### src/rtl/pipelined_adder_drain.sv
// Valid/ready wrapper around a globally-enabled WIDTH-stage pipelined adder.
// Tracks stage occupancy and stalls the adder only when a finished result cannot be stored.
module pipelined_adder_drain #(
    parameter int WIDTH = 4,
    parameter int DEPTH = 4
) (
    input  logic                     clk,
    input  logic                     rst_n,
    input  logic                     in_valid,
    output logic                     in_ready,
    input  logic [WIDTH-1:0]         in_a,
    input  logic [WIDTH-1:0]         in_b,
    input  logic                     in_cin,
    output logic [WIDTH-1:0]         add_a,
    output logic [WIDTH-1:0]         add_b,
    output logic                     add_cin,
    output logic                     add_en,
    input  logic [WIDTH-1:0]         add_s,
    input  logic                     add_c,
    output logic                     out_valid,
    input  logic                     out_ready,
    output logic [WIDTH-1:0]         out_s,
    output logic                     out_c,
    output logic [$clog2(DEPTH):0]   count
);

    localparam int AW = $clog2(DEPTH);
    localparam int CW = AW + 1;

    logic [WIDTH-1:0] r_vld;
    logic [CW-1:0]    r_count;
    logic [AW-1:0]    r_wr_ptr;
    logic [AW-1:0]    r_rd_ptr;
    logic [WIDTH:0]   r_mem [DEPTH];

    logic w_vld_last;
    logic w_full;
    logic w_pop;
    logic w_push;
    logic w_accept;
    logic w_en;

    assign w_vld_last = r_vld[WIDTH-1];
    assign w_full     = (r_count == CW'(DEPTH));
    assign w_pop      = out_valid & out_ready;
    // A bubble at the pipeline end may always advance; a real result only when it can be stored.
    assign w_en       = ~w_vld_last | ~w_full | w_pop;
    assign w_accept   = in_valid & w_en;
    assign w_push     = w_vld_last & w_en;

    assign add_a    = in_a;
    assign add_b    = in_b;
    assign add_cin  = in_cin;
    assign add_en   = w_en;
    assign in_ready = w_en;

    assign count     = r_count;
    assign out_valid = (r_count != '0);
    assign out_s     = out_valid ? r_mem[r_rd_ptr][WIDTH-1:0] : '0;
    assign out_c     = out_valid ? r_mem[r_rd_ptr][WIDTH]     : 1'b0;

    // NOTE: state updates use non-blocking assignments so every flop samples pre-edge values.
    always_ff @(posedge clk or negedge rst_n) begin
        if (!rst_n) begin
            r_vld    <= '0;
            r_count  <= '0;
            r_wr_ptr <= '0;
            r_rd_ptr <= '0;
        end else begin
            if (w_en) begin
                r_vld <= (r_vld << 1) | WIDTH'(w_accept);
            end
            if (w_push) begin
                r_wr_ptr <= r_wr_ptr + AW'(1);
            end
            if (w_pop) begin
                r_rd_ptr <= r_rd_ptr + AW'(1);
            end
            case ({w_push, w_pop})
                2'b10:   r_count <= r_count + CW'(1);
                2'b01:   r_count <= r_count - CW'(1);
                default: r_count <= r_count;
            endcase
        end
    end

    // NOTE: the FIFO storage has no reset; stale entries are never visible because out_valid gates them.
    always_ff @(posedge clk) begin
        if (w_push) begin
            r_mem[r_wr_ptr] <= {add_c, add_s};
        end
    end

endmodule

### config.mk
export PLATFORM = sky130hd
export DESIGN_NAME = pipelined_adder_drain
export DESIGN_NICKNAME = d
export VERILOG_FILES = /design/src/rtl/pipelined_adder_drain.sv
export SDC_FILE = /design/constraint.sdc
export NUM_CORES = 1
export LEC_CHECK = 0
export ABC_CLOCK_PERIOD_IN_PS = 6000
export CORE_ASPECT_RATIO = 0.9
export CORE_MARGIN = 2
export CORE_UTILIZATION = 54
export CTS_BUF_LIST = sky130_fd_sc_hd__clkbuf_2
export CTS_CLUSTER_DIAMETER = 80
export DETAILED_ROUTE_END_ITERATION = 6
export PLACE_DENSITY_LB_ADDON = 0.12
export SLEW_MARGIN = 20
export SYNTH_ARGS = -nofsm -noshare
export SYNTH_HDL_FRONTEND = slang
export SYNTH_SLANG_ARGS = --single-unit
export TNS_END_PERCENT = 50
### constraint.sdc
create_clock -name clk -period 6 [get_ports clk]
set_input_delay 0.9 -clock clk [delete_from_list [all_inputs] [get_ports clk]]
set_output_delay 0.9 -clock clk [all_outputs]
set_load 0.01 [all_outputs]
==> results.md <==
- Outcome: complete, no violations
- Wire length on met1: 1060 microns
- Clk Latency, worst-skew pair: 350 ps
- Post-synthesis area per instance: 14.6 sq um
- Setup violators final: 0
- Crit path max-delay cell type: clkdlybuf4s50_1
- Met2 wire len: 1020 microns
- Worst Tran Pin Value: 517 ps
- Critical setup path kind: in2out
- Critical Path Sink Type: output pin
- Max Fclk: 298 MHz
- Syn nets: 127
- Total CTS buffers: 5
- Vias in the first global route: 758
- Period utilization: 56.0%
- Mapped Area: 0.00151 sq mm
- Commonest non-fill, non-tap cells in the layout: edfxtp_1, clkdlybuf4s50_1, dfrtp_1
- H-Tree Level Count: 2
- Post-CTS setup repair buffer count: 0
- Sequential element share of the synthesized area: 57.9%
- Critical path fanouts, max: 9
- Post-DP HPWL: 1640 microns
- Initial antenna violation count: 0
- Power density cells: 471 mW/mm^2
- Crit-path most repeated cell: clkdlybuf4s50_1
- Proportion of netlist area held by the largest area contributor: 39.7%
- Top cells by area, synth: edfxtp_1, dfrtp_1, mux4_2, buf_4, ha_1
- Die area: 0.00324 sq mm
- Synth-to-Final Area Change: 9.50%
- PnR worst setup slack: 2640 ps
- EDFF count, synth: 20
- Final hold violation count: 0
- Critical path startpoint category: input port
- Yosys warns: 0
- Synth unique cells: 35
- Core area: 0.00270 sq mm
- Critical Path RT: 5100 ps
- Routed wire length: 2320 microns
- Final Max Slew Viols: 0
- Worst EP arrival: 2460 ps
- Top Layer Used: met4
- Min Tclk post-route: 3360 ps
- Vias: 815
- Final Skew: 11.2 ps
- Max-Cap Viols: 0
- Rows: 18
- Final total power: 0.781 mW
- Largest stage delay on the critical path: 670 ps
- Final ANT Viol Nets: 0
- Pleak: 0.627 nW
- IO Port Bufs: 19
- Clk sink count: 31
- Unrepaired setup endpoints after global routing: false
- Largest net degree at the start of global routing: 12
- Worst hold path class: reg2reg
- Diode count: 0
- Prevailing post-synth register cell: edfxtp_1
- Hold Buf Count CTS: 0
- Pre-antenna DRT Iters: 4
- Total negative slack: 0 ps
- Root cell of the clock tree: clkbuf_2
- CTS max path bufs: 2
- Gp weighted congestion: 0.755
- Met3 wire len: 165 microns
- Initial core utilization: 56.0%
- Die W: 59.8 microns
- Worst slack at placement: 2660 ps
- Max-Slew Margin vs Limit: 65.4%
- Peak VDD IR: 0.221 mV
- CTS tree: done
- Async S/R FF share, synth: 35.5%
- Vias per inst: 5.62
- Most common cell after layout, fill and taps aside: edfxtp_1
- Mapped Cells: 104
- Io pins: 38
- Design area: 0.00166 sq mm
- CP Cell Sequence: clkdlybuf4s50_1 > inv_1 > nand4_2 > clkdlybuf4s50_1
- Die Span Y: 54.2 microns
- DR DRC count: 0
- FF+latch count, synth: 31
- Avg WL per Cell: 16.0 microns
- NumNets Final: 138
- Total track usage: 16.7%
- Clock slew at reported path FFs: 130 ps
- Cell taking the most area after synthesis: edfxtp_1
- Post-DP Area: 0.00162 sq mm
- Layout cell share with drive strength beyond 1: 20.9%
- First-pass GRT wire length: 3630 microns
- Global route total overflow: 0
- DRT iter0 DRCs: 38
- Post-cts resize count: 0
## critical path: cells and delay by family
kind,cells,cell delay (ps)
buffers and inverters,3,1390
and+or+nand+nor,1,180
## worst paths after layout
kind,start,cells past startpoint,endpoint,slack (ps)
hold reg to reg,r_vld[2]$_DFFE_PN0N_,1,r_vld[3]$_DFFE_PN0N_,480
hold / removal,r_vld[2]$_DFFE_PN0N_,1,r_vld[3]$_DFFE_PN0N_,480
max in group asynchronous,rst_n,1,r_vld[0]$_DFFE_PN0N_,4780
setup / recovery,out_ready,4,in_ready,2640
setup reg to reg,count[2]$_DFFE_PN0P_,6,count[2]$_DFFE_PN0P_,3800
min in group asynchronous,rst_n,1,count[2]$_DFFE_PN0P_,870
## kinds of logic (layout without fill, tap and decap cells)
family	after synthesis	after routing	share of synthesized area [%]
flops	31	31	57.9
compound gates	8	8	4.46
fa+ha+maj	5	5	4.63
mux	9	9	10.4
simple gates	24	24	10.2
buf+inv	22	33	9.50
xor+xnor	5	5	2.89
## layer usage
metal  track usage, %  vias to the layer above
met5                0                        -
met3             7.33                       12
met2             23.9                       33
met1             21.2                      391
met4             9.63                        0
li1                 -                      379
## cell type report
| cell class | instances | area (sq um) |
|---|---|---|
| Timing Repair Buffer | 19 | 190 |
| Inverter | 7 | 26.3 |
| Clock buffer | 5 | 25.0 |
| Multi-Input combinational cell | 51 | 494 |
| Fill cell | 216 | 1040 |
| Clock inverter | 2 | 8.76 |
| Sequential cell | 31 | 876 |
| Tap cell | 30 | 37.5 |
## registers in the layout, summed over array words and instances, names as in the netlist
register	count
count	3
r_mem	20
r_vld	4
r_wr_ptr	2
r_rd_ptr	2
## report_power, final
group / switching, mW / internal [mW] / total (mW)
sequential: 0.0631 / 0.294 / 0.357
combinational: 0.140 / 0.194 / 0.334
clock: 0.0657 / 0.0246 / 0.0903
total: 0.269 / 0.512 / 0.781
## stage by stage
step                utilization [%]  instances  hold WS [ps]
global placement               60.1        138           442
global route                   61.3        145           517
CTS                            61.3        145           481
floorplan                         -        104           430
detailed placement             60.1        138           449
finish                         61.3        145           475
## synthesized netlist by cell type (all sizes together), types with 2 or more instances
library cell / count
ha: 4
mux4: 5
dfrtp: 11
nand3: 2
nor2: 3
edfxtp: 20
inv: 7
nand2: 2
and2: 9
or3: 2
a31oi: 2
mux2: 4
buf: 14
xnor2: 4
Note: power is estimated with default switching activity, not from simulation.
